**config.mk**
```make
export PLATFORM = sky130hd
export DESIGN_NAME = vga_timing_gen
export DESIGN_NICKNAME = d
export VERILOG_FILES = /design/src/rtl/vga_pkg.sv /design/src/rtl/sync_delay_line.sv /design/src/rtl/vga_timing_gen.sv
export SDC_FILE = /design/constraint.sdc
export NUM_CORES = 1
export LEC_CHECK = 0
export BUFFER_PORTS_ARGS = -buffer_cell sky130_fd_sc_hd__buf_2
export CORE_MARGIN = 1.5
export CORE_UTILIZATION = 58
export DETAILED_ROUTE_END_ITERATION = 10
export PLACE_DENSITY = 0.94
export RECOVER_POWER = 25
export SETUP_SLACK_MARGIN = 0.15
export SKIP_LAST_GASP = 1
export SYNTH_ARGS = -nofsm -noshare
export SYNTH_HDL_FRONTEND = slang
export SYNTH_SLANG_ARGS = --single-unit
export TNS_END_PERCENT = 1
```
**constraint.sdc**
```tcl
create_clock -name clock -period 5.1 [get_ports clock]
set_clock_uncertainty 0.15 [all_clocks]
set_input_delay 0.255 -clock clock [delete_from_list [all_inputs] [get_ports clock]]
set_output_delay 0.255 -clock clock [all_outputs]
set_load 0.01 [all_outputs]
```
**src/rtl/vga_pkg.sv**
```systemverilog
// Shared VGA timing constants, screen window constants and sync bundle type.
package vga_pkg;

  // Default 640x480@60 raster timing (pixel ticks / lines).
  localparam int DEF_H_ACTIVE = 640;
  localparam int DEF_H_FP     = 16;
  localparam int DEF_H_SYNC   = 96;
  localparam int DEF_H_BP     = 48;
  localparam int DEF_V_ACTIVE = 480;
  localparam int DEF_V_FP     = 10;
  localparam int DEF_V_SYNC   = 2;
  localparam int DEF_V_BP     = 33;
  localparam int DEF_H_TOTAL  = DEF_H_ACTIVE + DEF_H_FP + DEF_H_SYNC + DEF_H_BP;
  localparam int DEF_V_TOTAL  = DEF_V_ACTIVE + DEF_V_FP + DEF_V_SYNC + DEF_V_BP;

  // Image window used by the downstream coordinate/zoom mapper.
  localparam int IMG_W         = 320;
  localparam int IMG_H         = 240;
  localparam int IMG_X_OFF     = 160;
  localparam int IMG_Y_OFF     = 120;
  localparam int IMG_ADDR_W    = 17;
  localparam logic [IMG_ADDR_W-1:0] FALLBACK_ADDR = '0;

  // Sync/blank bundle carried through the alignment delay line.
  typedef struct packed {
    logic hsync_n;
    logic vsync_n;
    logic blank_n;
  } sync_t;

  // Idle value: syncs deasserted, video blanked.
  localparam sync_t SYNC_IDLE = '{hsync_n: 1'b1, vsync_n: 1'b1, blank_n: 1'b0};

  // True when coordinate c lies in [lo, lo+len).
  function automatic logic in_win(input logic [9:0] c, input int lo, input int len);
    return (int'(c) >= lo) && (int'(c) < lo + len);
  endfunction

endpackage

```
**src/rtl/sync_delay_line.sv**
```systemverilog
// Enable-gated shift register used to keep pixel-aligned signals in step
// with downstream pipeline latency. DEPTH=0 is a straight wire.
module sync_delay_line #(
  parameter int               WIDTH   = 1,
  parameter int               DEPTH   = 1,
  parameter logic [WIDTH-1:0] RST_VAL = '0
) (
  input  logic             clock,
  input  logic             reset,
  input  logic             en,
  input  logic [WIDTH-1:0] d,
  output logic [WIDTH-1:0] q
);

  if (DEPTH == 0) begin : g_wire
    logic unused_ctl;
    assign unused_ctl = &{1'b0, clock, reset, en};
    assign q = d;
  end else begin : g_pipe
    logic [DEPTH-1:0][WIDTH-1:0] stage;

    // Shift one stage per enable; reset loads every stage with the idle value.
    always_ff @(posedge clock) begin
      if (reset) begin
        stage <= {DEPTH{RST_VAL}};
      end else if (en) begin
        stage[0] <= d;
        for (int i = 1; i < DEPTH; i++) stage[i] <= stage[i-1];
      end
    end

    assign q = stage[DEPTH-1];
  end

endmodule

```
**src/rtl/vga_timing_gen.sv**
```systemverilog
// VGA raster timing: pixel-rate divider, h/v scan counters, sync/blank decode
// and a delay line aligning sync/blank with the mapper + memory latency.
module vga_timing_gen
  import vga_pkg::*;
#(
  parameter int H_ACTIVE   = DEF_H_ACTIVE,
  parameter int H_FP       = DEF_H_FP,
  parameter int H_SYNC     = DEF_H_SYNC,
  parameter int H_BP       = DEF_H_BP,
  parameter int V_ACTIVE   = DEF_V_ACTIVE,
  parameter int V_FP       = DEF_V_FP,
  parameter int V_SYNC     = DEF_V_SYNC,
  parameter int V_BP       = DEF_V_BP,
  parameter int CLK_DIV    = 2,
  parameter int PIPE_DELAY = 2
) (
  input  logic       clock,
  input  logic       reset,
  output logic       pix_tick,
  output logic [9:0] x_out,
  output logic [9:0] y_out,
  output logic       active,
  output logic       hsync_n,
  output logic       vsync_n,
  output logic       blank_n,
  output logic       line_start,
  output logic       frame_start
);

  localparam int H_TOTAL = H_ACTIVE + H_FP + H_SYNC + H_BP;
  localparam int V_TOTAL = V_ACTIVE + V_FP + V_SYNC + V_BP;

  if (H_TOTAL > 1024 || V_TOTAL > 1024 || CLK_DIV < 1 || CLK_DIV > 16 ||
      PIPE_DELAY < 0 || PIPE_DELAY > 8) begin : g_param_check
    $error("vga_timing_gen: illegal timing parameters");
  end

  localparam logic [3:0] DIV_LAST = 4'(CLK_DIV - 1);
  localparam logic [9:0] H_LAST   = 10'(H_TOTAL - 1);
  localparam logic [9:0] V_LAST   = 10'(V_TOTAL - 1);

  logic [3:0] div_cnt;
  logic [9:0] h_cnt, v_cnt;
  logic       h_wrap;
  sync_t      raw, dly;

  assign pix_tick = (div_cnt == DIV_LAST);
  assign h_wrap   = (h_cnt == H_LAST);

  // Pixel-rate divider; with CLK_DIV=1 it stays at 0 and ticks every clock.
  always_ff @(posedge clock) begin
    if (reset)         div_cnt <= '0;
    else if (pix_tick) div_cnt <= '0;
    else               div_cnt <= div_cnt + 4'd1;
  end

  // Scan counters: h advances per tick, v advances on the h wrap tick.
  always_ff @(posedge clock) begin
    if (reset) begin
      h_cnt <= '0;
      v_cnt <= '0;
    end else if (pix_tick) begin
      h_cnt <= h_wrap ? 10'd0 : h_cnt + 10'd1;
      if (h_wrap) v_cnt <= (v_cnt == V_LAST) ? 10'd0 : v_cnt + 10'd1;
    end
  end

  assign x_out  = h_cnt;
  assign y_out  = v_cnt;
  assign active = (h_cnt < 10'(H_ACTIVE)) && (v_cnt < 10'(V_ACTIVE));

  // Undelayed sync/blank decode straight from the counters.
  always_comb begin
    raw         = SYNC_IDLE;
    raw.hsync_n = ~in_win(h_cnt, H_ACTIVE + H_FP, H_SYNC);
    raw.vsync_n = ~in_win(v_cnt, V_ACTIVE + V_FP, V_SYNC);
    raw.blank_n = active;
  end

  sync_delay_line #(
    .WIDTH  ($bits(sync_t)),
    .DEPTH  (PIPE_DELAY),
    .RST_VAL(SYNC_IDLE)
  ) u_dly (
    .clock(clock),
    .reset(reset),
    .en   (pix_tick),
    .d    (raw),
    .q    (dly)
  );

  assign hsync_n = dly.hsync_n;
  assign vsync_n = dly.vsync_n;
  assign blank_n = dly.blank_n;

  // Start strobes are not delayed: they mark the coordinates fed to the mapper.
  assign line_start  = pix_tick && (h_cnt == 10'd0);
  assign frame_start = line_start && (v_cnt == 10'd0);

endmodule
```
# Yosys cells after proc, flatten, opt, wreduce, memory -nomap -nowiden
# Cells that the tools add are included.
[totals]
reg_bits = 30
wordCells = 30
[classes]
n_mux = 2
n_eq_ne = 3
reduce_logical = 9
order_cmp = 6
n_addsub = 3
n_bitwise = 2
[ops]
columns = ["operator", "n"]
rows = [
  ["10-bit by 1-bit adder with 10-bit output (second input constant)", 2],
  ["10-bit == test (second input constant)", 2],
  ["10-bit zero test", 2],
  ["10-bit < comparator (second input constant)", 2],
  ["10-bit by 9-bit < comparator with 1-bit output (second input constant)", 2],
  ["10-bit two-way mux", 2],
  ["10-bit greater-or-equal comparator (second input constant)", 1],
  ["10-bit by 9-bit greater-or-equal comparator with 1-bit output (second input constant)", 1],
  ["1-bit logical AND", 5],
  ["4-bit by 1-bit adder with 4-bit output (second input constant)", 1],
  ["4-bit by 1-bit == test with 1-bit output (second input constant)", 1],
  ["1-bit inverter", 2],
  ["2-bit AND reduction", 1],
  ["2-bit OR reduction", 1],
]

# Logic depth before layout (Yosys ltp)
[logic_depth]
depth_word = 3
depth_mapped = 9
depth_no_buf = 7

# By module
# From an unflattened synthesis, not the netlist that was laid out.
[hier_totals]
hier_cells = 173
area_unflattened_um2 = 1514.0
[by_module_without_submodules]
columns = ["module", "seq_area_each_um2", "cells_each", "area_per_inst_um2", "instances"]
rows = [
  ["vga_timing_gen", 480.5, 151, 1262.5, 1],
  ["sync_delay_line", 120.1, 22, 251.5, 1],
]

# Worst setup path after synthesis
# No wires, ideal clock.
[synth_path]
kind = "register -> output"
start = "register h_cnt[0], in the netlist x_out[0]"
end = "output frame_start"
path_slack_ps = 3062
t_arrival_ps = 1633
path_stages_with_launch = 6
cell_sequence = "dfxtp_1 inv_1 ha_1 or4b_1 nor4_2 and4_1"
[synth_via]
elab_chain_len = 3
[synth_rtl]
columns = ["item", "line", "text"]
rows = [
  ["start, declared", "vga_timing_gen.sv:43", "logic [9:0] h_cnt, v_cnt;"],
  ["start signal, assigned", "vga_timing_gen.sv:63", "h_cnt <= h_wrap ? 10'd0 : h_cnt + 10'd1;"],
  ["10-bit zero test", "vga_timing_gen.sv:97", "assign line_start = pix_tick && (h_cnt == 10'd0);"],
  ["1-bit logical AND", "vga_timing_gen.sv:97", ""],
  ["net line_start", "vga_timing_gen.sv:26", "output logic line_start,"],
  ["1-bit logical AND", "vga_timing_gen.sv:98", "assign frame_start = line_start && (v_cnt == 10'd0);"],
  ["end, declared", "vga_timing_gen.sv:27", "output logic frame_start"],
]
# The timed path passes the listed nets, and every way through them passes these cells.

# Worst setup path after layout
[layout_path]
start = "register div_cnt[0]"
end = "register v_cnt[8], in the netlist y_out[8]"
[layout_via]
elab_chain_len = 2
[layout_rtl]
columns = ["item", "line", "text"]
rows = [
  ["start, declared", "vga_timing_gen.sv:42", "logic [3:0] div_cnt;"],
  ["start signal, assigned", "vga_timing_gen.sv:54", "else div_cnt <= div_cnt + 4'd1;"],
  ["4-bit by 1-bit == test with 1-bit output", "vga_timing_gen.sv:47", "assign pix_tick = (div_cnt == DIV_LAST);"],
  ["2-bit AND reduction (no source line)", "n/a", ""],
  ["end signal, assigned", "vga_timing_gen.sv:64", "if (h_wrap) v_cnt <= (v_cnt == V_LAST) ? 10'd0 : v_cnt + 10'd1;"],
  ["end, declared", "vga_timing_gen.sv:43", ""],
]
# Every way passes these cells.
# A chain may end at the register's enable or synchronous reset.

==> flow_results.xml <==
<?xml version="1.0" encoding="UTF-8"?>
<metrics>
  <group name="run_status">
    <metric name="outcome" unit="">completed</metric>
  </group>
  <group name="floorplanning">
    <metric name="start_util" unit="%">60.3</metric>
    <metric name="chipWidth" unit="um">53.3</metric>
    <metric name="ios" unit="">29</metric>
    <metric name="core_footprint" unit="um2">2430</metric>
    <metric name="die-area" unit="um2">2840</metric>
    <metric name="num_rows" unit="">18</metric>
    <metric name="die_h" unit="um">53.3</metric>
  </group>
  <group name="layout">
    <metric name="sequential_cell_area" unit="um2">601</metric>
    <metric name="antenna_cells" unit="">0</metric>
    <metric name="fillers" unit="">203</metric>
    <metric name="mostFrequentLayoutCells" unit="">sky130_fd_sc_hd__dfxtp_1, sky130_fd_sc_hd__nand2_1, sky130_fd_sc_hd__buf_2</metric>
    <metric name="mostFrequentLayoutCell" unit="">sky130_fd_sc_hd__dfxtp_1</metric>
    <metric name="finalNetCount" unit="">208</metric>
    <metric name="utilization" unit="%">68.7</metric>
    <metric name="ratio_of_cells_with_drive_above_1_in_the_final_layout" unit="%">15.4</metric>
    <metric name="multi_input_comb_area" unit="um2">805</metric>
    <metric name="synthToLayoutAreaGrowth" unit="%">13.8</metric>
  </group>
  <group name="clock_tree">
    <metric name="worstSkewPairLatency" unit="ps">350</metric>
    <metric name="cts_tree" unit="">done</metric>
    <metric name="postCtsSetupBuffers" unit="">0</metric>
    <metric name="tritoncts_num_sinks" unit="">30</metric>
    <metric name="cts.path.max_buffers" unit="">2</metric>
    <metric name="cts-htree-levels" unit="">2</metric>
    <metric name="worst_setup_hold_path_clk_slew" unit="ps">110</metric>
    <metric name="cts.repair.resized" unit="">0</metric>
    <metric name="cts_hold_buffers" unit="">0</metric>
    <metric name="cts_root_buffer" unit="">sky130_fd_sc_hd__clkbuf_4</metric>
    <metric name="numCtsBuffers" unit="">5</metric>
  </group>
  <group name="min_path">
    <metric name="worst_hold_path_type" unit="">in -&gt; reg</metric>
    <metric name="holdPathEnd" unit="">x_out[6]$_SDFFE_PP0P_</metric>
    <metric name="worst_min_path_start" unit="">reset</metric>
    <metric name="hold-path-cell-count" unit="">2</metric>
  </group>
  <group name="grt">
    <metric name="grt_overflow" unit="">0</metric>
    <metric name="grt_max_degree" unit="">22</metric>
    <metric name="first_pass_grt_wire_length" unit="um">4810</metric>
    <metric name="vias_in_the_first_global_route" unit="">1095</metric>
    <metric name="grt.total_usage" unit="%">23.9</metric>
    <metric name="grt_antenna_before_repair" unit="">0</metric>
  </group>
  <group name="logic_synthesis">
    <metric name="post_synth_inst_count" unit="">171</metric>
    <metric name="synth.yosys.seq_area_share" unit="%">40.9</metric>
    <metric name="ys_seq_elements" unit="">30</metric>
    <metric name="synth_area_per_cell" unit="um2">8.58</metric>
    <metric name="postSynthNetCount" unit="">179</metric>
    <metric name="total_number_of_yosys_warnings" unit="">0</metric>
    <metric name="yosysUniqueCellTypes" unit="">40</metric>
    <metric name="netlist_area" unit="um2">1470</metric>
  </group>
  <group name="pwr">
    <metric name="combinationalPowerShare" unit="%">12.2</metric>
    <metric name="power.sequential.fraction" unit="%">50.1</metric>
    <metric name="cellLeakagePower" unit="nW">0.659</metric>
    <metric name="ir_worst_vdd" unit="mV">0.229</metric>
    <metric name="power.clock.fraction" unit="%">37.7</metric>
    <metric name="power_report.internal_total" unit="mW">0.371</metric>
    <metric name="powerDensity" unit="nW/um2">304</metric>
    <metric name="power_switching" unit="mW">0.138</metric>
    <metric name="sw_frac_of_total" unit="%">27.1</metric>
  </group>
  <group name="setup_path">
    <metric name="r2r_slack" unit="ps">2310</metric>
    <metric name="critical-path-slowest-cell" unit="">sky130_fd_sc_hd__or4_1</metric>
    <metric name="r2r-end" unit="">y_out[8]$_SDFFE_PP0P_</metric>
    <metric name="crit_path_cell_trace" unit="">ha_1 &gt; nand2_2 &gt; inv_2 &gt; nand4_1 &gt; or4_1 &gt; a21oi_1</metric>
    <metric name="cp_data_arrival_time" unit="ps">2920</metric>
    <metric name="cp_data_required_time" unit="ps">5230</metric>
    <metric name="r2r.worst_path.cells" unit="">6</metric>
    <metric name="criticalPathCategory" unit="">reg -&gt; reg</metric>
    <metric name="critical_path.max_stage_delay" unit="ps">730</metric>
    <metric name="critical_path.endpoint_type" unit="">register</metric>
    <metric name="reg2reg_from" unit="">div_cnt[0]$_SDFF_PP0_</metric>
    <metric name="critical_path_peak_fanout" unit="">21</metric>
    <metric name="setup.worst_path.start_class" unit="">register</metric>
  </group>
  <group name="sta">
    <metric name="finalSetupViolations" unit="">0</metric>
    <metric name="fmax" unit="MHz">358</metric>
    <metric name="layout_worst_path_cycle_share" unit="%">54.7</metric>
    <metric name="rsz_0062_raised_after_global_routing" unit="">no</metric>
    <metric name="period_minus_slack" unit="ps">2790</metric>
    <metric name="finalHoldViolations" unit="">0</metric>
    <metric name="timing.final.ws_setup" unit="ps">2310</metric>
    <metric name="worstMarginPinSlew" unit="ps">796</metric>
    <metric name="maxSlewHeadroom" unit="%">46.8</metric>
    <metric name="finalSetupTns" unit="ps">0</metric>
    <metric name="report.final.slew_viol_count" unit="">0</metric>
  </group>
  <group name="placed_design">
    <metric name="hpwl" unit="um">2180</metric>
    <metric name="gp_routability_congestion" unit="">0.798</metric>
    <metric name="placement.io_buffers" unit="">28</metric>
    <metric name="place_ws" unit="ps">2330</metric>
  </group>
  <group name="routing">
    <metric name="drt_pass1_iterations" unit="">4</metric>
    <metric name="num_vias" unit="">1326</metric>
    <metric name="avgRoutedWirePerCell" unit="um">13.7</metric>
    <metric name="drtIter0Drc" unit="">48</metric>
    <metric name="remaining_drc_errors" unit="">0</metric>
    <metric name="detail_route.wirelength" unit="um">3160</metric>
    <metric name="ant_nets" unit="">0</metric>
    <metric name="via_per_inst" unit="">5.74</metric>
  </group>
  <group name="flow_run">
    <metric name="maxCapViolCount" unit="">0</metric>
  </group>
</metrics>
-- power by group through the flow --
stage / clock network (mW) / registers (mW) / logic (mW)
5_1_grt: 0.198 / 0.257 / 0.0692
6_report: 0.192 / 0.255 / 0.0619
3_5_place_dp: 0 / 0.260 / 0.0632
2_1_floorplan: 0 / 0.261 / 0.0440
3_3_place_gp: 0 / 0.260 / 0.0617
4_1_cts: 0.190 / 0.255 / 0.0639
-- cells in the mapped netlist (all sizes together) --
library cell,instances,share of area [%]
mux2i,1,0.68
inv,7,1.8
ha,6,5.1
or4,1,0.51
nand2,19,5.0
nand3,10,3.4
nor2b,1,0.43
a211o,1,0.60
a21oi,12,4.1
nand3b,3,1.5
nor2,14,4.1
and3,2,1.3
and4,3,1.8
o21a,2,1.0
or3,7,3.0
buf,4,2.0
nor3,7,2.4
o31ai,1,0.51
and2,3,1.4
xor2,8,4.8
dfxtp,30,41
nand2b,1,0.43
o21bai,1,1.3
nand4,9,3.8
o21ba,1,0.68
clkbuf,2,0.51
and4b,1,0.68
xnor2,2,1.2
o21ai,8,2.7
or4b,1,0.68
nor4,3,1.7
-- cells by family (layout without fill, tap and decap cells) --
family	count (synthesis)	count (layout)	synth area share (%)
xor+xnor	10	10	5.97
mux	1	1	0.682
simple gates	85	85	32.1
fa+ha+maj	6	6	5.11
flops	30	30	40.9
buf+inv	13	43	4.26
compound gates	26	26	10.9
-- worst max-delay path by stage --
| stage | from | slack, ps | cells past startpoint | endpoint |
|---|---|---|---|---|
| 2_1_floorplan | x_out[0]$_SDFFE_PP0P_ | 3060 | 5 | frame_start |
| 3_3_place_gp | div_cnt[0]$_SDFF_PP0_ | 2480 | 6 | y_out[8]$_SDFFE_PP0P_ |
| 3_5_place_dp | div_cnt[0]$_SDFF_PP0_ | 2330 | 6 | y_out[8]$_SDFFE_PP0P_ |
| 4_1_cts | div_cnt[0]$_SDFF_PP0_ | 2320 | 6 | y_out[8]$_SDFFE_PP0P_ |
| 5_1_grt | div_cnt[0]$_SDFF_PP0_ | 2070 | 6 | y_out[8]$_SDFFE_PP0P_ |
| 6_report | div_cnt[0]$_SDFF_PP0_ | 2310 | 6 | y_out[8]$_SDFFE_PP0P_ |
-- sequential cells by signal, summed over array words and instances (netlist names) --
name,flops
u_dly.g_pipe.stage,3
x_out,10
div_cnt,4
u_dly.q,3
y_out,10
-- metrics by stage --
stage / cells / hold slack (ps) / power, mW / instance area (um2)
6_report: 231 / 96.7 / 0.508 / 1670
3_5_place_dp: 223 / 298 / 0.323 / 1610
4_1_cts: 231 / 107 / 0.508 / 1690
3_3_place_gp: 223 / 294 / 0.321 / 1610
5_1_grt: 231 / 115 / 0.525 / 1670
2_1_floorplan: 171 / 182 / 0.305 / 1470
-- routing by layer --
metal  vias to the layer above  GRT usage, %  wire (um)
met2                        44          36.2       1500
met4                         0          14.1         80
met3                        11          6.78        206
met1                       608          29.6       1370
li1                        663             -          -
met5                         -             0          0
-- final cells by class --
class / instances / area share [%]
inverters: 7 / 1.57
multi-input cells: 128 / 48.2
clock inverters: 3 / 2.40
flip-flops and latches: 30 / 36.0
clock buffers: 5 / 2.25
well taps: 30 / 2.25
repair buffers: 28 / 7.42
-- critical path: cells and delay by family, from the launching register on --
family          cells  cell delay (ps)
compound gates      1              140
fa+ha+maj           1              190
buf+inv             1              280
flops               1              410
simple gates        3             1550
(Power assumes the default switching activity.)
